`src/rtl/parking_pass_entry.sv`:
```
// Keypad password entry for the car park gate: debounces four digit keys,
// collects two digits and offers them to the gate controller via valid/ack.
module parking_pass_entry #(
  parameter int DEBOUNCE_CYCLES = 4,
  parameter int TIMEOUT_CYCLES  = 50,
  parameter int CNT_W           = 8
) (
  input  logic       clk,
  input  logic       rst,
  input  logic [3:0] key,
  input  logic       key_clr,
  input  logic       sensor_trig,
  input  logic       ack,
  output logic [1:0] password1,
  output logic [1:0] password2,
  output logic       pass_valid,
  output logic       busy,
  output logic [1:0] digit_cnt,
  output logic       timeout_err
);

  typedef enum logic [1:0] {
    S_IDLE,
    S_DIGIT1,
    S_DIGIT2,
    S_HOLD
  } state_t;

  localparam logic [CNT_W-1:0] ONE     = CNT_W'(1);
  localparam logic [CNT_W-1:0] DB_PRE  = CNT_W'(DEBOUNCE_CYCLES - 2);
  localparam logic [CNT_W-1:0] DB_LAST = CNT_W'(DEBOUNCE_CYCLES - 1);
  localparam logic [CNT_W-1:0] TO_LAST = CNT_W'(TIMEOUT_CYCLES - 1);

  logic [3:0]       r_prev_key;
  logic [CNT_W-1:0] r_stab_cnt;
  logic [CNT_W-1:0] r_zero_cnt;
  logic             r_released;
  logic             r_press;
  logic [1:0]       r_ev_digit;

  logic             w_stable;
  logic [1:0]       w_digit;

  assign w_stable = $onehot(key) && (key == r_prev_key);
  assign w_digit  = {key[3] | key[2], key[3] | key[1]};

  // Press fires as the stable count reaches DEBOUNCE_CYCLES-1, once per release.
  always_ff @(posedge clk) begin
    if (rst) begin
      r_prev_key <= '0;
      r_stab_cnt <= '0;
      r_zero_cnt <= '0;
      r_released <= 1'b0;
      r_press    <= 1'b0;
      r_ev_digit <= '0;
    end else begin
      r_prev_key <= key;
      r_press    <= 1'b0;
      if (w_stable) begin
        if (r_stab_cnt != DB_LAST)
          r_stab_cnt <= r_stab_cnt + ONE;
      end else begin
        r_stab_cnt <= '0;
      end
      if (w_stable && r_stab_cnt == DB_PRE && r_released) begin
        r_press    <= 1'b1;
        r_released <= 1'b0;
        r_ev_digit <= w_digit;
      end
      if (key == 4'b0000) begin
        if (r_zero_cnt == DB_LAST)
          r_released <= 1'b1;
        else
          r_zero_cnt <= r_zero_cnt + ONE;
      end else begin
        r_zero_cnt <= '0;
      end
    end
  end

  state_t           r_state, w_state;
  logic [1:0]       r_p1, w_p1;
  logic [1:0]       r_p2, w_p2;
  logic [1:0]       r_cnt, w_cnt;
  logic [CNT_W-1:0] r_tcnt, w_tcnt;
  logic             r_terr, w_terr;

  always_ff @(posedge clk) begin
    if (rst) begin
      r_state <= S_IDLE;
      r_p1    <= '0;
      r_p2    <= '0;
      r_cnt   <= '0;
      r_tcnt  <= '0;
      r_terr  <= 1'b0;
    end else begin
      r_state <= w_state;
      r_p1    <= w_p1;
      r_p2    <= w_p2;
      r_cnt   <= w_cnt;
      r_tcnt  <= w_tcnt;
      r_terr  <= w_terr;
    end
  end

  always_comb begin
    w_state = r_state;
    w_p1    = r_p1;
    w_p2    = r_p2;
    w_cnt   = r_cnt;
    w_tcnt  = r_tcnt;
    w_terr  = 1'b0;
    unique case (r_state)
      S_IDLE: begin
        if (sensor_trig) begin
          w_state = S_DIGIT1;
          w_tcnt  = '0;
        end
      end
      S_DIGIT1, S_DIGIT2: begin
        if (!sensor_trig) begin
          w_state = S_IDLE;
          w_p1    = '0;
          w_p2    = '0;
          w_cnt   = '0;
          w_tcnt  = '0;
        end else if (key_clr) begin
          w_state = S_DIGIT1;
          w_p1    = '0;
          w_p2    = '0;
          w_cnt   = '0;
          w_tcnt  = '0;
        end else if (r_press) begin
          w_tcnt = '0;
          if (r_state == S_DIGIT1) begin
            w_p1    = r_ev_digit;
            w_cnt   = 2'd1;
            w_state = S_DIGIT2;
          end else begin
            w_p2    = r_ev_digit;
            w_cnt   = 2'd2;
            w_state = S_HOLD;
          end
        end else if (r_tcnt == TO_LAST) begin
          w_state = S_IDLE;
          w_p1    = '0;
          w_p2    = '0;
          w_cnt   = '0;
          w_tcnt  = '0;
          w_terr  = 1'b1;
        end else begin
          w_tcnt = r_tcnt + ONE;
        end
      end
      S_HOLD: begin
        if (ack) begin
          w_state = S_IDLE;
          w_p1    = '0;
          w_p2    = '0;
          w_cnt   = '0;
          w_tcnt  = '0;
        end
      end
      default: w_state = S_IDLE;
    endcase
  end

  assign password1   = r_p1;
  assign password2   = r_p2;
  assign digit_cnt   = r_cnt;
  assign timeout_err = r_terr;
  assign pass_valid  = (r_state == S_HOLD);
  assign busy        = (r_state != S_IDLE);

endmodule
```
`config.mk`:
```
export PLATFORM = sky130hd
export DESIGN_NAME = parking_pass_entry
export DESIGN_NICKNAME = d
export VERILOG_FILES = /design/src/rtl/parking_pass_entry.sv
export SDC_FILE = /design/constraint.sdc
export NUM_CORES = 1
export LEC_CHECK = 0
export BUFFER_PORTS_ARGS = -buffer_cell sky130_fd_sc_hd__buf_2
export CORE_MARGIN = 8
export CORE_UTILIZATION = 55
export CTS_BUF_LIST = sky130_fd_sc_hd__clkbuf_4 sky130_fd_sc_hd__clkbuf_8
export CTS_CLUSTER_SIZE = 10
export DETAILED_ROUTE_END_ITERATION = 8
export PLACE_DENSITY = 0.75
export SYNTH_ARGS = -nofsm -noshare
export SYNTH_HDL_FRONTEND = slang
export SYNTH_SLANG_ARGS = --single-unit
```
`constraint.sdc`:
```
create_clock -name clk -period 3 [get_ports clk]
set_clock_uncertainty 0.15 [all_clocks]
set_input_delay 0.45 -clock clk [delete_from_list [all_inputs] [get_ports clk]]
set_output_delay 0.45 -clock clk [all_outputs]
set_load 0.05 [all_outputs]
```
# After elaboration in Yosys (flattened, before gate mapping)
# Cells that the tools add are included.
# totals
ff_bits	41
input_bits	9
output_inout_bits	9
word_cells	89
# op_classes
add_sub_neg	6
n_eq_ne	14
n_mux	35
n_bitwise	6
n_reduce_logical	16
# op_table
op	n
two-way mux 8 bit	6
two-way mux 2 bit	18
adder 8 x 1 -> 8 bit (second input constant)	3
case mux 8 bit (3 select lines)	1
== test 8 x 2 -> 1 bit (second input constant)	2
!= test 5 bit (second input constant)	3
case mux 2 bit (2 select lines)	3
== test 8 x 6 -> 1 bit (second input constant)	1
!= test 8 x 2 -> 1 bit (second input constant)	1
AND reduction 4 bit	2
two-way mux 1 bit	6
case mux 2 bit (3 select lines)	1
AND reduction 3 bit	2
OR reduction 2 bit	3
OR reduction 5 bit	1
adder 1 x 1 -> 2 bit	2
== test 2 bit (second input constant)	2
== test 4 bit	1
logical NOT 4 bit	1
!= test 2 bit (second input constant)	2
NOT 1 bit	4
nonzero test 2 bit	2
adder 2 x 2 -> 3 bit	1
== test 3 x 1 -> 1 bit (second input constant)	1
other kinds (5)	8

# Logic depth before layout (Yosys ltp)
# depth
ltp_word	9
depth_mapped	8
depth_no_buf	8

# Least setup slack after synthesis
# OpenSTA, ideal clock, no wires.
# synth_path
path_kind	in2reg
from	in key[0]
to	reg r_stab_cnt[5]
setup_time_ps	68
arrival_time_ps	2344
required_ps	2782
slack_ps	438
stages	8
n_path_buf	0
path_cell_list	inv_1 fa_1 inv_1 ha_1 ha_1 nor4b_2 nand4b_1 nor2b_1
# synth_between
elab_chain_len	6
word_cells_on_any_way	7
cone_classes	add/sub: 2; eq/ne: 2; bitwise: 1; reduce/logical: 2
# synth_lines
item	line_no	source
start, declared	10	input logic [3:0] key,
adder 1 x 1 -> 2 bit (implied by the code)	44	assign w_stable = $onehot(key) && (key == r_prev_key);
adder 2 x 2 -> 3 bit (implied by the code)	44	
== test 3 x 1 -> 1 bit	44	
logical AND 1 bit *	44	
NOT 1 bit (no line) *	-	
OR reduction 2 bit (no line) *	-	
end signal, assigned	61	r_stab_cnt <= r_stab_cnt + ONE;
end, declared	35	logic [CNT_W-1:0] r_stab_cnt;
# Every way passes the cells marked *; elsewhere a longest branch is shown, timed or not.
# A chain may end at the register's enable or synchronous reset.

# Worst setup path in the final report
# Ends and elaborated chain as after synthesis.

==> results by group <==
Run status
  • Status: complete, no violations

Logic synthesis
  • EDFF count, synth: 0
  • Post-synthesis instance area: between 2000 and 2500 µm²
  • Dominant register cell in the synthesized netlist: dfxtp_1
  • Leading cell types by total area after synthesis: dfxtp_1 41%, ha_1 6.9%, nor2_1 6.0%
  • Synth warn: 0
  • Async S/R FF share, synth: 0%
  • FF+latch count, synth: between 40 and 50
  • Portion of synthesized cell area occupied by the leading cell type: between 40% and 50%
  • Number of different library cells in the post-synthesis netlist: 39
  • Post-Synthesis Cells: 220
  • Dominant cell type by area after synthesis: dfxtp_1
  • Proportion of synthesized chip area in sequential cells: 40.9%
  • Syn nets: 241
  • Average footprint of a synthesized cell: just over 9 µm²

Global routing
  • Met2 Usage GRT: 19.8%
  • Largest net degree at the start of global routing: 22
  • Grt ovf: 0
  • Via count of the first global-routing pass: 1,479
  • First-pass GRT wire length: ~6300 µm
  • Antenna violations before repair: 0
  • Met1 GRT Util: between 10 and 15%
  • Global-route usage over all layers: 12.6%
  • Routing usage on met3: between 5 and 6%
  • Global route hottest layer: met2

Clock network
  • Clock Pin Slew Worst Setup and Hold Paths: around 0.12 ns
  • Clock Tree Buf Depth: 2
  • Clock root cell: clkbuf_4
  • Resized Gates After CTS: 0
  • H-tree lvl count: 2
  • Total setup buffers inserted after CTS: 0
  • Clock buffers created by TritonCTS: 5
  • Post-CTS Hold Fix Bufs: 0
  • Clk sinks: 41
  • TritonCTS clock tree: built
  • Clk Latency, worst-skew pair: 0.35 ns

Routing
  • Total routed wirelength: roughly 3500 µm
  • Initial detailed-routing violation count: 71
  • Total number of vias: about 1,500
  • Residual DRC: 0
  • Count of antenna-violating nets left after detailed routing: 0
  • Routed vias/inst: ~5.3
  • First drt pass iteration count: 4
  • Wire per inst: 12.1 µm

Die
  • Die Width: 76.4 µm
  • Row cnt: 22
  • Starting density of the core: a little under three fifths
  • Total Die Area: between 5000 and 6000 µm²
  • Height of the die: around 76 µm
  • Placeable Area: 3580 µm²
  • Boundary Pins: 18

STA
  • Minimum clock period: ~2.4 ns
  • Final number of hold-violating endpoints: 0
  • Slew Limit Fails: 0
  • Setup Total Neg Slack: 0 ns
  • Final period utilization: 79.1%
  • Count of final setup violators: 0
  • Unrepaired setup endpoints after global routing: no
  • Transition time at the pin with the least slew margin: 0.651 ns
  • Max Fclk: ~420 MHz
  • Min Hold Slack: around 0.23 ns
  • Worst slew margin relative to its limit: between 50% and 60%

Worst hold path
  • Kind of path behind the tightest hold check: in2reg
  • Cells on Worst Hold Path: 2

Setup path
  • Endpoint class of the critical path: flip-flop
  • Biggest fanout along the worst timing path: 7
  • Start point of the critical path: key[0]
  • Worst Setup EP: r_stab_cnt[5]$_SDFFE_PP0P_
  • Slowest cell on crit path: fa_1
  • Cell class contributing the biggest share of worst-path delay: adder cells
  • Number of buffer and inverter instances along the worst setup path: 4
  • R2r worst-path depth: 5
  • Worst path arrival time: between 2 and 3 ns
  • CP Cell Sequence: buf_2 > inv_1 > fa_1 > inv_1 > ha_1 > ha_1 > nor4b_2 > buf_4 > nand4b_1 > nor2b_1
  • Startpoint Class: primary input
  • Slack of the worst reg-to-reg path: 0.76 ns
  • Worst Setup Path Type: in2reg
  • Stage delay of the slowest cell on the critical path: 0.54 ns
  • Worst path required time: approximately 3.1 ns
  • RR Startpoint: r_state[0]$_SDFFE_PP0P_
  • Crit path depth: 10
  • Crit Reg-Reg Endpoint: r_tcnt[1]$_SDFFE_PP0P_

Place
  • Final weighted congestion of routability-driven global placement: between 0.7 and 0.8
  • Number of placed instances with taps included: 282
  • Placed Area: roughly 2100 µm²
  • Detail Placement HPWL: around 2600 µm
  • # port buffers: 17

Final layout
  • Summed area of non-filler cells in the final layout: around 2200 µm²
  • Cell Count, Final, Fillers Out: slightly below 300
  • Commonest non-fill, non-tap cells in the layout: 41 x dfxtp_1, 32 x nor2_1, 17 x buf_2
  • Inserted Diodes: 0
  • Leading cell type in the layout, fill and taps excluded: dfxtp_1
  • Area growth from synthesis to final layout: 9.54%
  • Number of nets in the layout: 262
  • Share of final-layout standard cells stronger than drive strength 1: about an eighth

Power
  • Total Power: about 930 µW
  • Leakage Power: 0.862 nW
  • Power per Cell Area: around 420 nW/µm²
  • Maximum vdd drop: roughly 0.00025 V

Flow run
  • Max-cap check violation count: 0
## power breakdown
group	switching (mW)	total (mW)	leakage (nW)	internal (mW)
sequential	0.00640	0.558	0.332	0.551
clock	0.175	0.274	0.0354	0.0985
combinational	0.0585	0.0988	0.494	0.0403
total	0.240	0.930	0.862	0.690
## worst min-delay path by stage
stage                                     from  slack, ns                         to
floorplan           r_ev_digit[0]$_SDFFE_PP0P_       0.32  password2[0]$_SDFFE_PP0P_
global placement     digit_cnt[1]$_SDFFE_PP0P_       0.31  digit_cnt[1]$_SDFFE_PP0P_
detailed placement   password2[0]$_SDFFE_PP0P_       0.31  password2[0]$_SDFFE_PP0P_
CTS                                     key[2]       0.22   r_prev_key[2]$_SDFF_PP0_
global route                            key[2]       0.22   r_prev_key[2]$_SDFF_PP0_
finish                                  key[2]       0.23   r_prev_key[2]$_SDFF_PP0_
## synthesized netlist by cell type, types with 2 or more instances
cell,instances
a211oi_1,2
ha_1,11
a21oi_1,7
nor4b_1,2
dfxtp_1,41
inv_1,12
nand2_1,8
nor3_1,8
nor4_1,3
and3_1,4
xor2_1,12
mux2i_1,5
nand3b_1,3
nand2b_1,6
nor2b_1,6
nand4_1,4
clkbuf_1,3
and4_1,4
nand4b_1,2
nor2_1,32
o21ai_0,3
a31oi_1,2
nand3_1,12
xnor2_1,12
a21o_1,2
## registers in the layout, indices dropped and copies added (netlist names)
name and flops:
r_stab_cnt 8, r_tcnt 8, r_zero_cnt 8, r_prev_key 4
digit_cnt 2, password1 2, password2 2, r_ev_digit 2
r_state 2, r_press 1, r_released 1, timeout_err 1
## per-stage QoR
| stage | utilization [%] | worst slack (ns) |
|---|---|---|
| floorplan | - | 0.438 |
| global placement | 59.9 | 0.334 |
| detailed placement | 59.9 | 0.250 |
| CTS | 61.4 | 0.623 |
| global route | 61.4 | 0.491 |
| finish | 61.4 | 0.626 |
## logic make-up after synthesis
kind of cell	count (synthesis)	synth area share (%)
buf+inv	16	3.05
fa+ha+maj	12	7.86
compound gates	21	7.04
simple gates	101	28.2
xor+xnor	24	10.5
mux	5	2.49
flops	41	40.9
## layout make-up
type	instances	area, µm²
Inverter	12	45.0
Sequential cell	41	821
Tap cell	48	60.1
Fill cell	324	1380
Clock buffer	6	45.0
Clock inverter	2	10.0
Timing Repair Buffer	18	92.6
Multi-Input combinational cell	163	1120
## worst reg2reg max path: stages, from the launching register on
cell	delay [ns]
dfxtp_1	0.40
ha_1	0.29
nor2b_1	0.49
nor2_1	0.24
a21o_1	0.32
a211oi_1	0.28
## layer usage
| metal | wire length (µm) | share of wire, % |
|---|---|---|
| met2 | 1570 | 45 |
| met5 | 0 | 0 |
| met1 | 1700 | 48 |
| met4 | 52 | 1.5 |
| met3 | 189 | 5.4 |
No activity file was read; power rests on OpenSTA's default activity.
